==> src/rtl/route_tcam_mc.sv <==
// route_tcam_mc: ternary route table that streams every matching payload for each fired PacketID
module route_tcam_mc #(
  parameter int ID_Width     = 4,
  parameter int Bits         = 8,
  parameter int Words        = 16,
  parameter int AddressSize  = 4,
  parameter int Weight_Width = 4
) (
  input  logic                    clk,
  input  logic                    rst,
  input  logic [2:0]              mode,
  input  logic                    cmd_valid,
  output logic                    cmd_ready,
  input  logic [AddressSize-1:0]  addr,
  input  logic [Bits-1:0]         key_in,
  input  logic [Bits-1:0]         care_in,
  input  logic                    vld_in,
  input  logic [ID_Width-1:0]     dst_in,
  input  logic [Weight_Width-1:0] weight_in,
  input  logic                    pkt_valid,
  output logic                    pkt_ready,
  input  logic [ID_Width-1:0]     pkt_id,
  output logic                    out_valid,
  input  logic                    out_ready,
  output logic [ID_Width-1:0]     out_dst,
  output logic [Weight_Width-1:0] out_weight,
  output logic [AddressSize-1:0]  out_addr,
  output logic                    rd_valid,
  output logic [Bits-1:0]         rd_key,
  output logic [Bits-1:0]         rd_care,
  output logic                    rd_vld,
  output logic                    hit,
  output logic [Words-1:0]        hitline,
  output logic [AddressSize-1:0]  hit_addr
);
  typedef enum logic [1:0] {IDLE, SEARCH, STREAM} state_t;
  localparam logic [Bits-1:0] ID_MASK = {{ID_Width{1'b1}}, {(Bits-ID_Width){1'b0}}};
  state_t state, state_nx;
  logic up, idle, fire, cmd_go, pkt_go, wr_go, rd_go, cmp_go, fl_go;
  logic [Bits-1:0] key_mem [Words];
  logic [Bits-1:0] care_mem [Words];
  logic [ID_Width-1:0] dst_mem [Words];
  logic [Weight_Width-1:0] wt_mem [Words];
  logic [Words-1:0] vld, pending, rest, match;
  logic [Bits-1:0] search, smask;
  logic [AddressSize-1:0] sel;
  function automatic logic [AddressSize-1:0] lsb(input logic [Words-1:0] v);
    lsb = '0;
    for (int i = Words - 1; i >= 0; i--)
      if (v[i]) lsb = AddressSize'(i);
  endfunction
  assign idle      = state == IDLE;
  assign fire      = mode == 3'b011;
  assign cmd_ready = up & idle;
  assign pkt_ready = cmd_ready & fire;
  assign cmd_go    = cmd_ready & cmd_valid;
  assign pkt_go    = pkt_ready & pkt_valid;
  assign wr_go     = cmd_go & (mode == 3'b001);
  assign rd_go     = cmd_go & (mode == 3'b010);
  assign cmp_go    = cmd_go & (mode == 3'b100);
  assign fl_go     = cmd_go & (mode == 3'b101);
  assign search    = fire ? {pkt_id, {(Bits-ID_Width){1'b0}}} : key_in;
  assign smask     = fire ? ID_MASK : care_in;
  assign rest      = pending & (pending - Words'(1));
  assign sel       = lsb(pending);
  assign out_valid  = state == STREAM;
  assign out_addr   = out_valid ? sel : '0;
  assign out_dst    = out_valid ? dst_mem[sel] : '0;
  assign out_weight = out_valid ? wt_mem[sel] : '0;
  always_comb begin
    match = '0;
    for (int i = 0; i < Words; i++)
      match[i] = vld[i] & ~|((key_mem[i] ^ search) & care_mem[i] & smask);
  end
  always_comb begin
    state_nx = idle ? (pkt_go ? SEARCH : IDLE) :
               state == SEARCH ? (|pending ? STREAM : IDLE) :
               (state == STREAM && !(out_ready && rest == '0)) ? STREAM : IDLE;
  end
  // table contents are not reset; only the valid bits are
  always_ff @(posedge clk) begin
    if (wr_go) begin
      key_mem[addr]  <= key_in;
      care_mem[addr] <= care_in;
      dst_mem[addr]  <= dst_in;
      wt_mem[addr]   <= weight_in;
    end
  end
  always_ff @(posedge clk or posedge rst) begin
    if (rst) begin
      state    <= IDLE;
      up       <= 1'b0;
      vld      <= '0;
      pending  <= '0;
      rd_valid <= 1'b0;
      rd_key   <= '0;
      rd_care  <= '0;
      rd_vld   <= 1'b0;
      hit      <= 1'b0;
      hitline  <= '0;
      hit_addr <= '0;
    end else begin
      state    <= state_nx;
      up       <= 1'b1;
      rd_valid <= rd_go | cmp_go;
      if (fl_go) vld <= '0;
      else if (wr_go) vld[addr] <= vld_in;
      if (pkt_go) pending <= match;
      else if (out_valid && out_ready) pending <= rest;
      if (rd_go) begin
        rd_key  <= key_mem[addr];
        rd_care <= care_mem[addr];
        rd_vld  <= vld[addr];
      end
      if (cmp_go) begin
        hit      <= |match;
        hitline  <= match;
        hit_addr <= lsb(match);
      end
    end
  end
endmodule

==> config.mk <==
export PLATFORM = sky130hd
export DESIGN_NAME = route_tcam_mc
export DESIGN_NICKNAME = d
export VERILOG_FILES = /design/src/rtl/route_tcam_mc.sv
export SDC_FILE = /design/constraint.sdc
export NUM_CORES = 1
export LEC_CHECK = 0
export ABC_CLOCK_PERIOD_IN_PS = 4400
export BUFFER_PORTS_ARGS = -buffer_cell sky130_fd_sc_hd__buf_2
export CORE_MARGIN = 10
export CORE_UTILIZATION = 60
export DETAILED_ROUTE_END_ITERATION = 6
export HOLD_SLACK_MARGIN = 0.02
export PLACE_DENSITY = 0.78
export SLEW_MARGIN = 20
export SYNTH_ARGS = -nofsm -noshare
export SYNTH_HDL_FRONTEND = slang
export SYNTH_SLANG_ARGS = --single-unit
==> constraint.sdc <==
create_clock -name clk -period 4.4 [get_ports clk]
set_clock_uncertainty 0.2 [all_clocks]
set_input_delay 0.88 -clock clk [delete_from_list [all_inputs] [get_ports clk]]
set_output_delay 0.88 -clock clk [all_outputs]
set_load 0.005 [all_outputs]
Word level (Yosys, flattened, before mapping)
Memories as Yosys holds them, arrays and structs flattened. A register that Yosys moved wholly into a read port is not among the register bits.
Cells that the tools add are included.
{"block": "op_classes", "n_addsub": 1, "multipliers": 0, "div": 0, "n_lt_le_gt_ge": 2, "n_eq_ne": 7, "shift": 0, "n_mux": 53, "n_bitwise": 74, "reduce_logical": 43}
{"operator": "$and 8x8->8", "count": 32}
{"operator": "$mux 4", "count": 35}
{"operator": "$reduce_or 8->1", "count": 16}
{"operator": "$xor 8x8->8", "count": 16}
{"operator": "$mux 16", "count": 4}
{"operator": "$reduce_or 16->1", "count": 2}
{"operator": "$and 1x1->1", "count": 24}
{"operator": "$logic_not 1->1", "count": 17}
{"operator": "$and 16x16->16", "count": 1}
{"operator": "$bwmux 16", "count": 1}
{"operator": "$logic_not 16->1", "count": 1}
{"operator": "$mux 8", "count": 2}
{"operator": "$sub 16x1->16 const B", "count": 1}
{"operator": "$mux 2", "count": 4}
{"operator": "$eq 3x2->1 const B", "count": 2}
{"operator": "$eq 3x3->1 const B", "count": 2}
{"operator": "$lt 4x5->1 const B", "count": 1}
{"operator": "$mux 1", "count": 5}
{"operator": "$bmux 1 s4", "count": 1}
{"operator": "$demux 1 s4", "count": 1}
{"operator": "$ge 4x1->1 const B", "count": 1}
{"operator": "$logic_and 1x1->1", "count": 4}
{"operator": "$reduce_bool 2->1", "count": 2}
{"operator": "$eq 3x1->1 const B", "count": 1}
{"operator": "other kinds (4)", "count": 4}
{"block": "totals", "register_bits": 58, "latchBits": 0, "ramBits": 384, "romBits": 0, "in_bits": 41, "output_inout_bits": 54, "word_cells": 193, "memories": 4}
{"name": "care_mem", "words": 16, "word_bits": 8, "read_ports": 17, "rd_ports_with_merged_regs": 1, "write_ports": 1, "line_no": "41", "rtl": "logic [Bits-1:0] care_mem [Words];"}
{"name": "key_mem", "words": 16, "word_bits": 8, "read_ports": 17, "rd_ports_with_merged_regs": 1, "write_ports": 1, "line_no": "40", "rtl": "logic [Bits-1:0] key_mem [Words];"}
{"name": "dst_mem", "words": 16, "word_bits": 4, "read_ports": 1, "rd_ports_with_merged_regs": 0, "write_ports": 1, "line_no": "42", "rtl": "logic [ID_Width-1:0] dst_mem [Words];"}
{"name": "wt_mem", "words": 16, "word_bits": 4, "read_ports": 1, "rd_ports_with_merged_regs": 0, "write_ports": 1, "line_no": "43", "rtl": "logic [Weight_Width-1:0] wt_mem [Words];"}

Logic depth before layout (Yosys ltp)
Gate-level depths: netlist (run 1).
{"block": "depth", "ltp_word": 24, "ltp_mapped": 11}

Worst setup path before layout (run 1)
OpenSTA, ideal clock, no wires.
{"block": "synth_path", "path_type": "input to register", "startpoint": "in addr[3]", "endpoint": "reg vld[12]", "setup_time_ns": 0.132, "t_arrival_ns": 3.804, "slack_ns": 0.264, "cell_stages": 5, "n_path_buf": 1, "path_cell_list": "buf_1 > nand3_1 > nor3_1 > mux2i_1 > nor2_1"}
{"block": "synth_via", "elab_chain_len": 7, "word_cells_on_any_way": 8, "classes_between": "order compare: 2; mux: 5; reduce/logical: 1"}
{"item": "start, declared", "line_no": "14", "rtl": "input logic [AddressSize-1:0] addr,"}
{"item": "$lt 4x5->1 (implied by the code) or $ge 4x1->1 (tied branches)", "line_no": "107", "rtl": "else if (wr_go) vld[addr] <= vld_in;"}
{"item": "$logic_and 1x1->1 (implied by the code)", "line_no": "107"}
{"item": "$mux 1 (implied by the code)", "line_no": "107"}
{"item": "$demux 1 s4 (*)", "line_no": "107"}
{"item": "$bwmux 16 (*)", "line_no": "107"}
{"item": "$mux 16 (*)", "line_no": "107"}
{"item": "$mux 16 (*)", "line_no": "106", "rtl": "if (fl_go) vld <= '0;"}
{"item": "end signal, assigned by index", "line_no": "107"}
{"item": "end, declared", "line_no": "44", "rtl": "logic [Words-1:0] vld, pending, rest, match;"}
Mark *: on every way between the ends. The rest lies on a longest branch, timed or not. The select of a mux whose other input is x is not followed.
A chain may end at the register's enable or synchronous reset.

Final worst setup path (run 1)
{"block": "layout_path", "startpoint": "reg pending[12]", "endpoint": "out out_dst[0]"}
{"block": "layout_via", "elab_chain_len": 15}
{"item": "start, declared", "line_no": "44"}
{"item": "start signal, assigned", "line_no": "108", "rtl": "if (pkt_go) pending <= match;"}
{"item": "start signal, assigned", "line_no": "109", "rtl": "else if (out_valid && out_ready) pending <= rest;"}
{"item": "$mux 4 (13 in series)", "line_no": "50", "rtl": "if (v[i]) lsb = AddressSize'(i);"}
{"item": "$mem_v2 16x4"}
{"item": "$mux 4", "line_no": "68", "rtl": "assign out_dst = out_valid ? dst_mem[sel] : '0;"}
{"item": "end, declared", "line_no": "25", "rtl": "output logic [ID_Width-1:0] out_dst,"}
Every way passes these cells.

==> flow_metrics.py, run 1 <==
metrics = {
    "setup_path": {
        "cp-start-kind": "flip-flop",
        "critical_path_class": "flip-flop to output port",
        "crit_path_start": "pending[12]",
        "cp_data_arrival_time_ns": 3.18,
        "cp_slowest_cell": "nor4_1",
        "critPathMaxStageDelay_ns": 0.48,
        "reg2reg_setup_slack_ns": 1.08,
        "reg2reg_from": "state[1]",
        "path_max_fanout": 41,
        "worstPathCellList": "nor4_1 > nor2b_1 > o21ai_4 > buf_12 > mux2_2 > o21ai_0 > o221ai_1 > buf_2",
        "worstSetupEndpointType": "output port",
        "crit_required_ns": 3.32,
    },
    "sta": {
        "rsz0062_at_grt": "yes",
        "timing.fmax_mhz": 235,
        "min_period_ns": 4.26,
        "final-setup-viol-count": 0,
        "max_slew_margin": 0.361,
        "tightest_slew_ns": 0.959,
        "period_share": 0.968,
        "finalSetupTns_ns": 0,
        "setup_ws_ns": 0.142,
        "slew_violations": 0,
        "hold_violations": 0,
    },
    "global_route": {
        "grt_max_degree": 62,
        "antenna_found_initial": 0,
        "overflow": 0,
        "grt_pass1_vias": 14500,
        "grtUsageTotal": 0.301,
        "grt_pass1_wl_um": 98400,
    },
    "synth": {
        "yosysSeqAreaShare": 0.612,
        "syn_inst": 1513,
        "yosys-top-cells-count": "384 x edfxtp_1, 137 x xor2_1, 88 x mux2i_1, 88 x nand2_1, 85 x mux4_2",
        "ys_top_cells_by_area": "edfxtp_1 53%, mux4_2 8.8%, dfrtp_1 8.5%",
        "synth_top_area_frac": 0.528,
        "syn_area_sq_um": 21900,
        "async_flop_share": 0.162,
        "synth_top_area_cell": "edfxtp_1",
        "synthMostInstantiatedCell": "edfxtp_1",
        "yosysWarnings": 0,
        "avgSynthCellArea_sq_um": 14.4,
        "synth-edff-count": 384,
        "synth_fp_nets": 1554,
        "synth_cell_types": 82,
        "ys_ff_latch": 458,
        "synth_ff_type": "edfxtp_1",
    },
    "place": {
        "place_congestion": 1.07,
        "post-place-ws_ns": 0.555,
        "dp_hpwl_um": 45700,
        "port_buffers": 94,
    },
    "power": {
        "cellLeakagePower_nw": 9.13,
        "vdd_drop_max_mv": 0.312,
        "p_per_area_nw_per_um2": 385,
    },
    "die": {
        "dieArea_sq_um": 44500,
        "die_height_um": 211,
        "io_pins": 95,
        "die_w_um": 211,
        "design.core.area_sq_um": 35700,
        "rows": 69,
        "start_util": 0.612,
    },
    "routing": {
        "vias": 15000,
        "first_iter_violations": 2444,
        "post_drt_wl_per_cell_um": 31.6,
        "antenna_left": 0,
        "viasPerCell": 7.06,
        "dr.pass1.iters": 6,
        "drc": 0,
        "wirelength_um": 67400,
    },
    "clock_tree": {
        "cts_max_level": 2,
        "cts_tree": "done",
        "numCtsBuffers": 47,
        "clkTransAtPathRegs_ns": 0.06,
        "clockRootBuffer": "clkbuf_16",
        "cts.sinks": 458,
        "clkLatencyLatePin_ns": 0.58,
        "hold_buffers": 0,
        "clockBufferDepth": 3,
    },
    "run_status": {
        "status": "finished, final reports clean",
    },
    "layout": {
        "n_antenna_cell": 0,
        "syn_to_final_growth_pct": 13.3,
        "final_nets": 1671,
        "layout-drive-gt1-share": 0.235,
    },
    "flow_run": {
        "max-cap-violations": 0,
    },
    "min_path": {
        "min_path_type": "input port to asynchronous set/reset pin",
    },
}
==> critical path, delay by kind of cell, from the launching register on <==
family                 cells  cell delay [ns]
buffers and inverters      2             0.44
AO/OA/AOI/OAI              3             0.68
flip-flops                 1             0.46
multiplexers               1             0.38
AND/OR/NAND/NOR            2             0.63
==> area by class of cell <==
cell class	instances	area, sq um
tap	461	577
clock inverter	26	173
multi-input combinational	943	8140
fill	2444	11000
inverter	18	68.8
timing repair buffer	162	1190
sequential	458	13400
clock buffer	62	1230
==> metal layers <==
| layer | wire [um] | track usage |
|---|---|---|
| met2 | 29600 | 0.432 |
| met1 | 26400 | 0.428 |
| met3 | 8430 | 0.0789 |
| met4 | 2920 | 0.130 |
| met5 | 0 | 0 |
==> sequential cells by signal, summed over array words and instances, names as in the netlist <==
| signal | flops |
|---|---|
| dst_mem | 64 |
| rd_vld | 1 |
| rd_valid | 1 |
| care_mem | 128 |
| rd_care | 8 |
| hit_addr | 4 |
| vld | 16 |
| wt_mem | 64 |
| state | 2 |
| up | 1 |
| hit | 1 |
| rd_key | 8 |
| key_mem | 128 |
| hitline | 16 |
| pending | 16 |
==> final timing paths <==
check | endpoint | cells past startpoint
min in group clk | hitline[1] | 2
setup / recovery | out_dst[0] | 8
setup reg to reg | wt_mem[4][0] | 6
hold / removal | rd_care[7] | 2
hold reg to reg | hitline[1] | 2
max in group asynchronous | rd_care[5] | 3
==> cells in the final DEF (no fill, tap or decap), types with 12 or more instances in the layout <==
cell       count
inv_1         15
mux2i_1       88
edfxtp_1     384
o22ai_1       12
buf_2         92
clkbuf_1      15
nand2_1       88
nor2b_1       15
clkbuf_16     49
nor2_1        34
nand4_1       67
nor2_4        13
dfrtp_1       74
o21ai_0       64
buf_4         54
a31oi_1       24
mux4_2        85
xor2_1       137
nand3_1       59
mux2_2        35
nor3_1        12
a21oi_1       28
buf_12        13
==> kinds of logic after synthesis <==
family | count (synthesis) | share of synthesized area
other | 1 | 0.000172
DFF | 458 | 0.612
muxes | 208 | 0.146
buffers and inverters | 112 | 0.0235
xor gates and xnor gates | 143 | 0.0573
AOI/OAI and AO/OA | 225 | 0.0690
adders and majority gates | 1 | 0.000458
and+or+nand+nor | 365 | 0.0915
==> repair_timing <==
item / in CTS / in global routing
resized for setup: 0 / 3
endpoints found under the setup margin: 0 / 8
setup buffers: 0 / 2
endpoints found under the hold margin: 0 / 0
==> report_power, final <==
part | internal (mW) | switching (mW)
sequential | 4.77 | 0.0452
combinational | 0.421 | 0.588
clock | 2.04 | 1.67
==> metrics by stage <==
| stage | instance area, sq um | hold WS [ns] | std cells | power (mW) | util |
|---|---|---|---|---|---|
| floorplan | 21900 | 0.273 | 1513 | 5.48 | - |
| global placement | 23200 | 0.257 | 2037 | 5.80 | 0.650 |
| detailed placement | 23200 | 0.268 | 2037 | 5.83 | 0.650 |
| CTS | 24700 | 0.235 | 2125 | 9.47 | 0.690 |
| global route | 24800 | 0.264 | 2130 | 9.83 | 0.693 |
| finish | 24800 | 0.214 | 2130 | 9.53 | 0.693 |
Note: power is estimated with default switching activity, not from simulation.
==> run 2, diff against run 1 <==
REMOVE_ABC_BUFFERS = 1   (was unset)
==> flow_metrics.py, run 2 (synthesized netlist as in run 1, its figures left out) <==
metrics = {
    "layout": {
        "design_area_sq_um": 24700,
        "layout-drive-gt1-share": 0.240,
        "finalNonFillerCells": 2135,
        "multi_input_area_sq_um": 8070,
        "layout_common_cells": "384 x edfxtp_1, 137 x xor2_1, 92 x buf_2, 88 x nand2_1, 88 x mux2i_1",
        "final_nets": 1678,
        "syn_to_final_growth_pct": 13.1,
        "final_common_cell": "edfxtp_1",
        "fillers": 2353,
        "top_regs": "care_mem: 128 flops, key_mem: 128 flops",
        "final_util": 0.692,
        "seq_area_sq_um": 13400,
    },
    "die": {
        "die_w_um": 211,
        "start_util": 0.612,
        "design.core.area_sq_um": 35700,
        "rows": 69,
        "die_height_um": 211,
        "io_pins": 95,
        "dieArea_sq_um": 44500,
    },
    "sta": {
        "tightest_slew_ns": 0.919,
        "period_share": 0.972,
        "final-setup-viol-count": 0,
        "whs_ns": 0.184,
        "max_slew_margin": 0.387,
        "min_period_ns": 4.28,
        "timing.fmax_mhz": 234,
        "slew_violations": 0,
        "hold_violations": 0,
        "setup_ws_ns": 0.125,
        "finalSetupTns_ns": 0,
    },
    "clock_tree": {
        "cts_max_level": 2,
        "clockRootBuffer": "clkbuf_16",
        "clockBufferDepth": 3,
        "numCtsBuffers": 47,
        "clkLatencyLatePin_ns": 0.57,
        "cts.sinks": 458,
        "cts_tree": "done",
        "hold_buffers": 0,
        "clkTransAtPathRegs_ns": 0.06,
    },
    "min_path": {
        "min_path_type": "input port to asynchronous set/reset pin",
    },
    "setup_path": {
        "worstSetupEndpointType": "output port",
        "cp-start-kind": "flip-flop",
        "critical_path_class": "flip-flop to output port",
        "cp_data_arrival_time_ns": 3.20,
        "crit_required_ns": 3.32,
        "path_max_fanout": 8,
        "reg2reg_setup_slack_ns": 1.16,
    },
    "place": {
        "postPlaceCellArea_sq_um": 23200,
        "port_buffers": 94,
        "post-place-ws_ns": 0.590,
        "place_congestion": 1.04,
        "dp_hpwl_um": 44000,
        "place_inst": 2044,
    },
    "power": {
        "p_total_mw": 9.58,
        "cellLeakagePower_nw": 9.18,
        "p_per_area_nw_per_um2": 388,
        "vdd_drop_max_mv": 0.247,
    },
    "routing": {
        "viasPerCell": 7.06,
        "dr.pass1.iters": 6,
        "antenna_left": 0,
        "drc": 0,
        "vias": 15100,
        "first_iter_violations": 2332,
        "wirelength_um": 64300,
        "post_drt_wl_per_cell_um": 30.1,
    },
    "global_route": {
        "grt_pass1_wl_um": 95000,
        "overflow": 0,
        "grt_pass1_vias": 14600,
        "antenna_found_initial": 1,
        "grt_max_degree": 53,
        "grtUsageTotal": 0.286,
    },
    "run_status": {
        "status": "finished, final reports clean",
    },
    "flow_run": {
        "max-cap-violations": 0,
    },
}
[run 2: routing by layer]
layer,up-vias,part of all wire,track usage,wire [um]
met4,2,0.062,0.157,4020
li1,6241,-,-,-
met3,246,0.13,0.0829,8450
met1,7475,0.37,0.384,23900
met2,1099,0.43,0.415,27900
met5,-,0.00020,0,13
[run 2: layout make-up]
class | count | area share
tap | 461 | 0.0233
timing repair buffer | 169 | 0.0469
clock buffer | 64 | 0.0547
clock inverter | 20 | 0.00450
multi-input combinational | 943 | 0.326
sequential | 458 | 0.541
inverter | 18 | 0.00278
antenna | 2 | 0.000202
[run 2: final timing paths]
kind | from | to | cells past startpoint
max | pending[8] | out_dst[0] | 10
min | rst | hitline[2] | 2
max reg2reg | state[1] | wt_mem[12][3] | 6
min reg2reg | hitline[15] | hitline[15] | 2
max in group asynchronous | rst | rd_care[1] | 3
min in group clk | hitline[15] | hitline[15] | 2
[run 2: what timing repair did]
item | CTS | global route
buffers inserted | 0 | 5
pin swaps | 1 | 1
cloned | 0 | 0
endpoints found under the setup margin | 2 | 7
endpoints found under the hold margin | 0 | 0
gates resized for setup | 1 | 3
[run 2: report_power, final]
part           total, mW  internal [mW]  switching [mW]  leakage, nW
sequential          4.81           4.77          0.0466         4.45
clock               3.78           2.15            1.63        0.721
combinational      0.986          0.412           0.574         4.02
[run 2: critical path, stage by stage (launching register included)]
cell       delay [ns]
dfrtp_1          0.48
or2_2            0.37
o21ai_1          0.27
a31oi_4          0.13
buf_12           0.17
buf_4            0.13
a2111oi_0        0.48
a311oi_1         0.13
a31oi_1          0.17
o221ai_1         0.14
buf_2            0.15
==> run 3, diff against run 2 <==
ABC_CLOCK_PERIOD_IN_PS = 4350   (was 4400)
CORE_UTILIZATION = 25   (was 60)
PLACE_DENSITY = 0.39   (was 0.78)
clock period = 4.35 ns   (was 4.4 ns; I/O delays follow)
==> flow_metrics.py, run 3 (synthesized netlist as in run 1, its figures left out) <==
metrics = {
    "run_status": {
        "status": "finished, final reports clean",
    },
    "power": {
        "vdd_drop_max_mv": 0.281,
        "cellLeakagePower_nw": 9.41,
        "p_total_mw": 10.1,
        "p_per_area_nw_per_um2": 388,
    },
    "min_path": {
        "min_path_type": "input port to asynchronous set/reset pin",
    },
    "clock_tree": {
        "cts.sinks": 458,
        "clkLatencyLatePin_ns": 0.61,
        "clockBufferDepth": 3,
        "clkTransAtPathRegs_ns": 0.07,
        "hold_buffers": 0,
        "clockRootBuffer": "clkbuf_16",
        "numCtsBuffers": 51,
        "cts_max_level": 2,
        "cts_tree": "done",
    },
    "setup_path": {
        "crit_path_start": "pending[5]",
        "path_max_fanout": 11,
        "crit_required_ns": 3.28,
        "cp-start-kind": "flip-flop",
        "rr_endpoint": "wt_mem[2][3]",
        "critical_path_class": "flip-flop to output port",
        "reg2reg_setup_slack_ns": 1.17,
        "reg2reg_from": "state[1]",
        "reg2reg_depth": 7,
        "worstSetupEndpointType": "output port",
        "cp_data_arrival_time_ns": 3.11,
    },
    "sta": {
        "slew_violations": 0,
        "final-setup-viol-count": 0,
        "setup_ws_ns": 0.166,
        "timing.fmax_mhz": 239,
        "rsz0062_at_grt": "yes",
        "period_share": 0.962,
        "min_period_ns": 4.18,
        "max_slew_margin": 0.436,
        "hold_violations": 0,
        "tightest_slew_ns": 0.845,
    },
    "place": {
        "port_buffers": 94,
        "place_inst": 2765,
        "dp_hpwl_um": 57200,
        "post-place-ws_ns": 0.470,
        "place_congestion": 0.886,
    },
    "routing": {
        "drc": 0,
        "wirelength_um": 80100,
        "dr.pass1.iters": 5,
        "viasPerCell": 5.06,
        "post_drt_wl_per_cell_um": 27.9,
        "antenna_left": 0,
        "first_iter_violations": 1322,
        "vias": 14500,
    },
    "global_route": {
        "grt.busiest_layer": "met2",
        "grt_pass1_wl_um": 114000,
        "use_met3": 0.0315,
        "grt_max_degree": 57,
        "antenna_found_initial": 8,
        "overflow": 0,
        "grt_pass1_vias": 14700,
        "grtUsageTotal": 0.157,
        "met2_usage": 0.249,
        "met1_usage": 0.216,
    },
    "die": {
        "io_pins": 95,
        "start_util": 0.252,
        "die_w_um": 316,
        "rows": 108,
        "design.core.area_sq_um": 86800,
        "die_height_um": 316,
        "dieArea_sq_um": 99700,
    },
    "layout": {
        "final_nets": 1707,
        "syn_to_final_growth_pct": 19.6,
        "top_regs": "care_mem: 128 flops, key_mem: 128 flops",
        "fillers": 8734,
        "layout-drive-gt1-share": 0.259,
        "final_common_cell": "edfxtp_1",
        "layout_common_cells": "384 x edfxtp_1, 137 x xor2_1, 92 x buf_2, 88 x nand2_1, 88 x mux2i_1",
        "finalNonFillerCells": 2867,
    },
    "flow_run": {
        "max-cap-violations": 0,
    },
}
[run 3: worst max path at each step]
stage / endpoint / slack (ns) / cells past startpoint
floorplan: out_dst[0] / -1.66 / 8
global placement: hit_addr[0] / 0.49 / 10
detailed placement: hit_addr[0] / 0.47 / 10
CTS: out_dst[0] / 0.01 / 8
global route: out_weight[3] / -0.008 / 10
finish: out_dst[0] / 0.17 / 10
[run 3: area by class of cell]
class / count / area [sq um] / share of cell area
flip-flops and latches: 458 / 13400 / 0.512
inverters: 18 / 70.1 / 0.00268
diodes: 3 / 7.51 / 0.000287
repair buffers: 194 / 1450 / 0.0555
clock buffers: 73 / 1420 / 0.0543
clock inverters: 23 / 189 / 0.00723
multi-input cells: 943 / 8180 / 0.313
well taps: 1155 / 1450 / 0.0553
[run 3: report_power, final]
group / internal, mW / switching, mW / total, mW
clock: 2.34 / 1.86 / 4.20
combinational: 0.456 / 0.621 / 1.08
sequential: 4.82 / 0.0439 / 4.87
[run 3: what timing repair did]
item / 4_1_cts / 5_1_grt
resized for setup: 4 / 11
setup endpoints to repair: 6 / 8
gates cloned: 2 / 0
setup buffers: 1 / 0
pin swaps: 1 / 2
[run 3: metal layers]
| layer | routed length [um] | vias to the layer above | share of wire |
|---|---|---|---|
| met5 | 70 | - | 0.00087 |
| li1 | - | 6290 | - |
| met4 | 2190 | 12 | 0.027 |
| met3 | 4900 | 120 | 0.061 |
| met2 | 36800 | 487 | 0.46 |
| met1 | 36200 | 7593 | 0.45 |
[run 3: metrics by stage]
step	hold slack (ns)	utilization	TNS, ns	cell area, sq um
after floorplan	0.273	-	-13.21	21400
after global placement	0.262	0.281	0	24400
after detailed placement	0.267	0.281	0	24400
after CTS	0.269	0.301	0	26100
after global routing	0.295	0.301	-0.00813	26100
final	0.237	0.301	0	26100
[run 3: worst max-delay path: stages (launching register included)]
cell,delay [ns]
dfrtp_1,0.39
inv_1,0.08
a2111o_1,0.47
a211oi_2,0.23
buf_4,0.19
or2_4,0.23
mux2i_1,0.13
a311oi_2,0.32
a31oi_1,0.07
o221ai_1,0.22
buf_2,0.17
